==> config.mk <==
export PLATFORM = sky130hd
export DESIGN_NAME = adc_moving_average
export DESIGN_NICKNAME = d
export VERILOG_FILES = /design/src/rtl/adc_moving_average.sv
export SDC_FILE = /design/constraint.sdc
export NUM_CORES = 1
export LEC_CHECK = 0
export CORE_MARGIN = 2
export CORE_UTILIZATION = 45
export CTS_CLUSTER_SIZE = 30
export DETAILED_ROUTE_END_ITERATION = 6
export PLACE_DENSITY = 0.67
export SYNTH_ARGS = -nofsm -noshare
export SYNTH_HDL_FRONTEND = slang
export SYNTH_SLANG_ARGS = --single-unit
==> constraint.sdc <==
create_clock -name clk -period 5.4 [get_ports clk]
set_input_delay 0.81 -clock clk [delete_from_list [all_inputs] [get_ports clk]]
set_output_delay 0.81 -clock clk [all_outputs]
set_load 0.1 [all_outputs]
==> src/rtl/adc_moving_average.sv <==
// adc_moving_average: sliding-window mean of the last 2^LOG2_DEPTH ADC samples.
module adc_moving_average #(
   parameter int DATA_W     = 8,
   parameter int LOG2_DEPTH = 3
) (
   input  logic              clk,
   input  logic              reset_n,
   input  logic [DATA_W-1:0] sample_in,
   input  logic              sample_valid,
   input  logic              clear,
   output logic [DATA_W-1:0] avg_out,
   output logic              avg_valid,
   output logic              primed
);
   localparam int DEPTH = 1 << LOG2_DEPTH;
   localparam int ACC_W = DATA_W + LOG2_DEPTH;
   typedef enum logic {FILL, RUN} state_t;
   state_t state, state_nxt;
   logic [DATA_W-1:0] ring [DEPTH];
   logic [ACC_W-1:0] acc, acc_nxt, oldest;
   logic [LOG2_DEPTH-1:0] wr_ptr;
   logic [LOG2_DEPTH:0] fill_cnt;
   logic accept, completing;
   assign accept     = sample_valid & ~clear;
   assign completing = (state == FILL) && (fill_cnt == (LOG2_DEPTH+1)'(DEPTH-1));
   assign primed     = (state == RUN);
   // In FILL the slot under wr_ptr has never been written, so nothing leaves the sum
   assign oldest     = (state == RUN) ? {{LOG2_DEPTH{1'b0}}, ring[wr_ptr]} : '0;
   always_comb begin
      state_nxt = state;
      acc_nxt   = acc + {{LOG2_DEPTH{1'b0}}, sample_in} - oldest;
      if (clear) state_nxt = FILL;
      else if (accept && completing) state_nxt = RUN;
   end
   always_ff @(posedge clk or negedge reset_n) begin
      if (!reset_n) begin
         state     <= FILL;
         acc       <= '0;
         wr_ptr    <= '0;
         fill_cnt  <= '0;
         avg_out   <= '0;
         avg_valid <= 1'b0;
      end else begin
         state     <= state_nxt;
         avg_valid <= accept;
         if (clear) begin
            acc      <= '0;
            wr_ptr   <= '0;
            fill_cnt <= '0;
         end else if (accept) begin
            acc     <= acc_nxt;
            wr_ptr  <= wr_ptr + 1'b1;
            avg_out <= (state == FILL && !completing) ? sample_in : acc_nxt[ACC_W-1:LOG2_DEPTH];
            if (state == FILL) fill_cnt <= fill_cnt + 1'b1;
         end
      end
   end
   always_ff @(posedge clk) begin
      if (accept) ring[wr_ptr] <= sample_in;
   end
endmodule

* Word-level counts from Yosys, hierarchy flattened *
Memory sizes are Yosys's and may differ from the RTL's.
Cells that the tools add are included.

cells by class
  $add $sub $neg = 4
  equal/unequal tests = 2
  muxes and demuxes = 13
  bitwise gates (word level) = 3
  reductions and logical operators = 8

operators with widths
  operator                                                          number
  11-bit two-way mux                                                2
  8-bit two-way mux                                                 2
  4-bit two-way mux                                                 3
  11-bit by 8-bit adder with 11-bit output                          1
  11-bit by 8-bit subtractor with 11-bit output                     1
  3-bit two-way mux                                                 2
  4-bit by 1-bit adder with 4-bit output (second input constant)    1
  4-bit by 3-bit == test with 1-bit output (second input constant)  1
  1-bit two-way mux                                                 4
  2-bit AND reduction                                               2
  2-bit nonzero test                                                2
  3-bit by 1-bit adder with 3-bit output (second input constant)    1
  1-bit logical AND                                                 3
  2-bit inequality test (second input constant)                     1
  1-bit NOT                                                         2
  1-bit AND                                                         1
  1-bit logical NOT                                                 1

word-level totals
  bits in registers = 28
  memory bits (writable) = 64
  input port bits = 12
  output and inout port bits = 10
  word-level logic and storage cells = 37
  memories = 1

memory list
  memory  depth  bits a word  read ports  clocked after Yosys merged registers in  wr ports  line  text
  ring    8      8            1           0                                        1         19    logic [DATA_W-1:0] ring [DEPTH];

* Logic depth before layout (Yosys ltp) *
Gate-level depths: netlist of the first run.

  depth in word-level cells = 5
  depth in mapped cells = 16

* Least setup slack after synthesis of the first run *
OpenSTA, ideal clock, no wires.

  path type = register -> register
  from = reg wr_ptr[0]
  to = reg acc[10]
  data arrival time = 3.661 ns
  required time = 5.272 ns
  setup slack = 1.611 ns
  stages on the path, launching flop included = 16
  path buffers = 2
  clock period less this slack = 3.789 ns
  cell sequence = dfrtp_1 buf_2 buf_2 mux2_2 a21oi_1 o22ai_1 o21a_1 fa_1 inv_1 ha_1 a21oi_1 nor3b_2 a211oi_1 or3_1 a21boi_1 mux2_1

between the ends
  cells in the longest elaborated chain, start to end = 5

ends and longest elaborated chain
  what                                           line  text
  from (decl)                                    21    logic [LOG2_DEPTH-1:0] wr_ptr;
  from (signal assigned)                         52    wr_ptr <= wr_ptr + 1'b1;
  memory read 8 x 8 bit                          --
  8-bit two-way mux                              28    assign oldest = (state == RUN) ? {{LOG2_DEPTH{1'b0}}, ring[wr_ptr]} : '0;
  11-bit by 8-bit subtractor with 11-bit output  31    acc_nxt = acc + {{LOG2_DEPTH{1'b0}}, sample_in} - oldest;
  11-bit two-way mux                             50    end else if (accept) begin
  11-bit two-way mux                             46    if (clear) begin
  to (signal assigned)                           51    acc <= acc_nxt;
  to (decl)                                      20    logic [ACC_W-1:0] acc, acc_nxt, oldest;

No other way between the ends. The select of a mux whose other input is x is not followed.
A chain may end at the register's enable or synchronous reset.

* Final worst setup path of the first run *
Ends and elaborated chain as after synthesis.

==> reports/metrics.cfg, run 1 <==
[routing]
first_pass_iters=4
routed_via_density=5.19
drt_first_iter_violations=97
detail_route.wl_per_cell_um=17.0
detail-route-antenna-nets=0
drt-total-wl_mm=8.64
dr_total_vias=2635
drt_drc_violations_left=0

[sta]
report.final.slew_viol_count=0
finalSetupViolations=0
final_min_period_over_clock_period_pct=79.0
totalNegativeSetupSlack_ns=0
hold_violations=0
unrepaired_setup_endpoints_after_global_routing=false
final_period_minus_worst_setup_slack_ns=4.26
slew_headroom_pct=28.8
achievable_freq_mhz=235
worst_slew_pin_tran_ns=1.06
timing.clock.skew_ns=0.0129
finalWorstSetupSlack_ns=1.14

[power]
power.density_cell_area_nw_per_um2=385
total_power_mw=1.96
p_leak_nw=1.99
peakVddDrop_mv=0.263

[floorplanning]
floorplan.core_area_um2=9770
floorplan.io_pins=22
die_area_um2=10800
floorplan.initialDensity_pct=46.2
rows=36
die-width_um=104
chipHeight_um=104

[layout]
area_delta_synth_final_pct=13.1
antenna_cells=0
num-nets-final=403
fin_cells=508
finish.utilization_pct=52.2
final_layout_size_suffix_gt1_share_pct=11.7

[global_route]
grt_use_total_pct=17.1
grt_pass1_vias=2678
grt_max_degree=29
antenna_found_initial=0
grt_first_pass_wirelength_mm=14.3
overflow=0

[logic_synthesis]
dominant_combinational_cell_family_by_area_after_synthesis=multiplexers
synth_commonest_cells=sky130_fd_sc_hd__edfxtp_1 (64), sky130_fd_sc_hd__inv_1 (37), sky130_fd_sc_hd__nor2_1 (34), sky130_fd_sc_hd__dfrtp_1 (28), sky130_fd_sc_hd__mux2i_1 (23)
postSynthAreaPerCell_um2=13.1
post_synth_fa_ha_maj_area_fraction_pct=7.15
synth-compound-area-share_pct=6.21
post-synth-top-area-fraction_pct=42.6
synth_seq_cells=92
synth_top_area_cell=sky130_fd_sc_hd__edfxtp_1
async_reset_ff_share_pct=30.4
ys_seq_area_share_pct=58.1
dominantRegCellSynth=sky130_fd_sc_hd__edfxtp_1
yosysWarnings=0
synthXorXnorAreaFrac_pct=2.63
synthTopCellsByArea=sky130_fd_sc_hd__edfxtp_1 (43%), sky130_fd_sc_hd__dfrtp_1 (16%), sky130_fd_sc_hd__mux4_2 (6.0%)
synth.lib_cells_used.distinct=43
mappedNetlistArea_um2=4510
synth_most_common_cell=sky130_fd_sc_hd__edfxtp_1
multiplexer_fraction_of_the_synthesized_cell_area_pct=12.3
post_syn_instances=345
synth-edff-count=64
syn_nets=378
synthSimpleGateAreaFrac_pct=9.09

[critical_path]
arrival_time_reported_for_the_critical_path_endpoint_ns=4.52
critical_path.most_common_cell=sky130_fd_sc_hd__a21oi_1
critPathLaunchType=register
critPathCaptureType=register
crit_family=compound AO/OA/AOI/OAI gates
worst-r2r-cell-count=14
cpPeakStageDelay_ns=0.73
critical_path.n_buffers_inverters=2
critical_path_class=register to register
timing.rr.start=wr_ptr[0]$_DFFE_PN0P_
reg2reg_to=acc[10]$_DFFE_PN0P_
critPathSlowestCell=sky130_fd_sc_hd__dfrtp_1
critical_path_peak_fanout=18
rrSetupSlack_ns=1.14
worstPathCellList=buf_4, mux2_2, a21oi_1, o22ai_1, o21a_1, fa_1, inv_1, ha_1, a21oi_1, nor3b_2, a211oi_1, or3_1, a21boi_1, mux2_1
cp_data_required_time_ns=5.65

[placement]
placement.setup.worst_slack_ns=1.10
port_buffers=21
place_inst=492
hpwlAfterDp_mm=6.02
place.gp.congestion=0.814

[worst_hold_path]
hold_path_startpoint=avg_out[0]$_DFFE_PN0P_
hold_path_end=avg_out[0]$_DFFE_PN0P_
hold_depth=2
timing.hold.worst.class=register to register

[clock_tree]
cts_root_buf=sky130_fd_sc_hd__clkbuf_8
cts_tree=yes
clk_latency_ns=0.37
clock_sinks=92
ctsLongestPathBuffers=2
holdBufCountCts=0
cts_post_setup_buffers_inserted=0
clkTransAtPathRegs_ns=0.10
cts-htree-levels=3
cts_resized=0
cts_buffers=9

[run_status]
run_status=complete, no violations

[job]
max-cap-violations=0

power by group:
group          switching (mW)  internal [mW]
Combinational           0.363          0.271
Clock                   0.267          0.226
Sequential             0.0352          0.802
Total                   0.665           1.30
layout by cell type, fill, tap and decap left out, types with 3 or more instances in the layout:
cell type	synthesis	final
sky130_fd_sc_hd__edfxtp_1	64	64
sky130_fd_sc_hd__inv_1	37	37
sky130_fd_sc_hd__nor2_1	34	34
sky130_fd_sc_hd__dfrtp_1	28	28
sky130_fd_sc_hd__mux2i_1	23	23
sky130_fd_sc_hd__clkdlybuf4s50_1	0	21
sky130_fd_sc_hd__nand2_1	17	17
sky130_fd_sc_hd__ha_1	13	13
sky130_fd_sc_hd__mux4_2	12	12
sky130_fd_sc_hd__nor2b_1	9	9
sky130_fd_sc_hd__clkbuf_8	0	9
sky130_fd_sc_hd__a21oi_1	8	8
sky130_fd_sc_hd__o21ai_0	8	8
sky130_fd_sc_hd__fa_1	8	8
sky130_fd_sc_hd__buf_4	0	8
sky130_fd_sc_hd__nand2b_1	6	6
sky130_fd_sc_hd__nor3_1	6	6
sky130_fd_sc_hd__xor2_1	6	6
sky130_fd_sc_hd__xnor2_1	5	5
sky130_fd_sc_hd__nand3_1	5	5
sky130_fd_sc_hd__mux2_2	4	4
sky130_fd_sc_hd__o21a_1	4	4
sky130_fd_sc_hd__a21o_1	4	4
sky130_fd_sc_hd__o22ai_1	3	3
sky130_fd_sc_hd__nor4_1	3	3
sky130_fd_sc_hd__o31ai_1	3	3
cell families after synthesis:
| kind of cell | count (synthesis) |
|---|---|
| compound gates | 42 |
| mux | 40 |
| simple gates | 86 |
| fa+ha+maj | 21 |
| xor+xnor | 12 |
| flops | 92 |
| buf+inv | 52 |
tightest hold or removal path, stage by stage, from the launching register on:
cell	delay, ns
sky130_fd_sc_hd__dfrtp_1	0.35
sky130_fd_sc_hd__nand2_1	0.05
sky130_fd_sc_hd__o21ai_0	0.06
layer usage:
metal,vias up,part of all wire [%],GRT usage (%)
met2,43,48,27.6
li1,1276,-,-
met3,6,2.8,3.95
met1,1310,48,24.1
met4,0,1.0,3.19
met5,-,0,0
cell type report:
class,instances,area [µm²]
Clock buffer,9,124
Clock inverter,7,92.6
Fill cell,866,4670
Inverter,37,139
Multi-Input combinational cell,201,1690
Sequential cell,92,2620
Tap cell,133,166
Timing Repair Buffer,29,270
state kept, by name, summed over array words and instances (netlist names):
| signal | cells |
|---|---|
| fill_cnt | 4 |
| acc | 11 |
| avg_valid | 1 |
| wr_ptr | 3 |
| ring | 64 |
| primed | 1 |
| avg_out | 8 |
worst max path at each step:
stage                     cells after the start                  end                  start
after floorplan                              15  acc[10]$_DFFE_PN0P_  wr_ptr[0]$_DFFE_PN0P_
after global placement                       14  acc[10]$_DFFE_PN0P_  wr_ptr[0]$_DFFE_PN0P_
after detailed placement                     14  acc[10]$_DFFE_PN0P_  wr_ptr[0]$_DFFE_PN0P_
after CTS                                    14  acc[10]$_DFFE_PN0P_  wr_ptr[0]$_DFFE_PN0P_
after global routing                         14  acc[10]$_DFFE_PN0P_  wr_ptr[0]$_DFFE_PN0P_
final                                        14  acc[10]$_DFFE_PN0P_  wr_ptr[0]$_DFFE_PN0P_
stage by stage:
step           instance area, µm²  hold slack (ns)
2_1_floorplan                4510            0.486
3_3_place_gp                 4890            0.467
3_5_place_dp                 4890            0.477
4_1_cts                      5100            0.502
5_1_grt                      5100            0.537
6_report                     5100            0.497
Note: power is estimated with default switching activity, not from simulation.
==> run 2, diff against run 1 <==
--- a/config.mk
+++ b/config.mk
@@ -9,7 +9,7 @@
 export CORE_UTILIZATION = 45
 export CTS_CLUSTER_SIZE = 30
 export DETAILED_ROUTE_END_ITERATION = 6
-export PLACE_DENSITY = 0.67
+export PLACE_DENSITY = 0.7
 export SYNTH_ARGS = -nofsm -noshare
 export SYNTH_HDL_FRONTEND = slang
 export SYNTH_SLANG_ARGS = --single-unit
==> constraint.sdc (replaced) <==
create_clock -name clk -period 3.8 [get_ports clk]
set_input_delay 0.57 -clock clk [delete_from_list [all_inputs] [get_ports clk]]
set_output_delay 0.57 -clock clk [all_outputs]
set_load 0.1 [all_outputs]
==> run 2 against run 1 <==
Effect of this change: cell area increased by 4.1%; final cell count is 4.3% higher; critical path type unchanged; total power rose by 47%; sequential power increased by 41%; routed wire length up 4.6%; count of clock-buffer cells in the layout unchanged; via count increased by 5.8%; register-to-register slack lost 1.0 ns; clock skew is 0.0037 ns lower; critical endpoint unchanged; non-clock buffer count grew 22; critical path depth rose by 2.
==> reports/metrics.cfg, run 2 (synthesized netlist as in run 1, its figures left out) <==
[clock_tree]
ctsLongestPathBuffers=2
clock_sinks=92
cts_root_buf=sky130_fd_sc_hd__clkbuf_8
cts_buffers=9
cts-htree-levels=3
clk_latency_ns=0.36
cts_tree=yes
clkTransAtPathRegs_ns=0.10

[sta]
whs_ns=0.509
finalSetupViolations=0
unrepaired_setup_endpoints_after_global_routing=true
slew_headroom_pct=33.9
final_period_minus_worst_setup_slack_ns=3.67
finalWorstSetupSlack_ns=0.125
achievable_freq_mhz=272
final_min_period_over_clock_period_pct=96.7
timing.clock.skew_ns=0.00916
report.final.slew_viol_count=0
worst_slew_pin_tran_ns=0.988
hold_violations=0

[layout]
num-nets-final=425
layout_top_registers=ring (64), acc (11), avg_out (8)
most-common-layout-cells=sky130_fd_sc_hd__edfxtp_1 (64), sky130_fd_sc_hd__inv_1 (37), sky130_fd_sc_hd__nor2_1 (34)
final_layout_size_suffix_gt1_share_pct=18.1
finish.utilization_pct=54.4
regMostFlops=ring
mostFrequentLayoutCell=sky130_fd_sc_hd__edfxtp_1
area_delta_synth_final_pct=17.8
largest_register_ffs=64
antenna_cells=0

[global_route]
overflow=0
grt_first_pass_wirelength_mm=14.7
antenna_found_initial=0
grt_pass1_vias=2869
grt_use_total_pct=17.6
grt_max_degree=29

[critical_path]
cp_data_required_time_ns=4.05
arrival_time_reported_for_the_critical_path_endpoint_ns=3.93
critPathCaptureType=register
critical_path_peak_fanout=9
critical_path_class=register to register
critPathLaunchType=register

[floorplanning]
chipHeight_um=104
die_area_um2=10800
die-width_um=104
floorplan.initialDensity_pct=46.2
floorplan.io_pins=22
rows=36
floorplan.core_area_um2=9770

[placement]
hpwlAfterDp_mm=6.43
place.gp.congestion=0.821
placement.setup.worst_slack_ns=0.0528
port_buffers=21

[power]
p_leak_nw=2.12
power.density_cell_area_nw_per_um2=543
peakVddDrop_mv=0.383
total_power_mw=2.88

[routing]
dr_total_vias=2789
drt-total-wl_mm=9.03
drt_drc_violations_left=0
detail_route.wl_per_cell_um=17.0
detail-route-antenna-nets=0
first_pass_iters=5
drt_first_iter_violations=152
routed_via_density=5.26

[job]
max-cap-violations=0

[run_status]
run_status=complete, no violations

[worst_hold_path]
timing.hold.worst.class=register to register

run 2: metrics by stage:
stage | std cells | instance area (µm²) | setup TNS, ns
floorplan | 345 | 4510 | 0
global placement | 514 | 5060 | 0
detailed placement | 514 | 5060 | 0
CTS | 530 | 5270 | 0
global route | 530 | 5320 | -0.0998
finish | 530 | 5320 | 0
run 2: area by class of cell:
class | instances | area (µm²)
repair buffers | 51 | 452
flip-flops and latches | 92 | 2620
inverters | 37 | 139
well taps | 133 | 166
multi-input cells | 201 | 1730
fillers | 837 | 4460
clock buffers | 9 | 124
clock inverters | 7 | 81.3
run 2: path summary, 6_finish.rpt:
path / cells past startpoint / slack (ns) / to / start
worst max-delay path: 16 / 0.13 / acc[10]$_DFFE_PN0P_ / wr_ptr[0]$_DFFE_PN0P_
worst min-delay path: 2 / 0.51 / avg_out[5]$_DFFE_PN0P_ / avg_out[5]$_DFFE_PN0P_
worst max register to register: 16 / 0.13 / acc[10]$_DFFE_PN0P_ / wr_ptr[0]$_DFFE_PN0P_
worst min register to register: 2 / 0.51 / avg_out[5]$_DFFE_PN0P_ / avg_out[5]$_DFFE_PN0P_
max in group asynchronous: 2 / 2.94 / avg_out[3]$_DFFE_PN0P_ / reset_n
min in group asynchronous: 2 / 0.58 / fill_cnt[1]$_DFFE_PN0P_ / reset_n
run 2: metal layers:
layer / track usage [%] / part of all wire [%]
met5: 0 / 0
met4: 4.44 / 1.3
met3: 4.07 / 4.2
met2: 29.4 / 48
met1: 23.5 / 46
run 2: worst max-delay path, stage by stage (launching register included):
cell and delay (ns):
sky130_fd_sc_hd__dfrtp_1 0.42, sky130_fd_sc_hd__buf_12 0.17, sky130_fd_sc_hd__mux4_2 0.53, sky130_fd_sc_hd__mux2i_2 0.23
sky130_fd_sc_hd__nor2b_1 0.09, sky130_fd_sc_hd__ha_1 0.27, sky130_fd_sc_hd__inv_1 0.06, sky130_fd_sc_hd__ha_1 0.16
sky130_fd_sc_hd__inv_1 0.06, sky130_fd_sc_hd__fa_1 0.44, sky130_fd_sc_hd__nor2b_4 0.17, sky130_fd_sc_hd__o31ai_4 0.08
sky130_fd_sc_hd__a211oi_2 0.21, sky130_fd_sc_hd__buf_4 0.14, sky130_fd_sc_hd__o21ai_0 0.10, sky130_fd_sc_hd__a21boi_2 0.13
sky130_fd_sc_hd__mux2_1 0.32
run 2: report_power, final:
part	leakage (nW)	internal, mW	switching, mW
clock network	0.102	0.316	0.363
logic	1.07	0.450	0.579
registers	0.945	1.14	0.0374
total	2.12	1.90	0.980
run 2: what timing repair did:
action / 4_1_cts / 5_1_grt
endpoints found under the hold margin: 0 / 0
buffers inserted: 0 / 0
hold buffers: 0 / 0
setup endpoints to repair: 0 / 4
resized for setup: 0 / 9
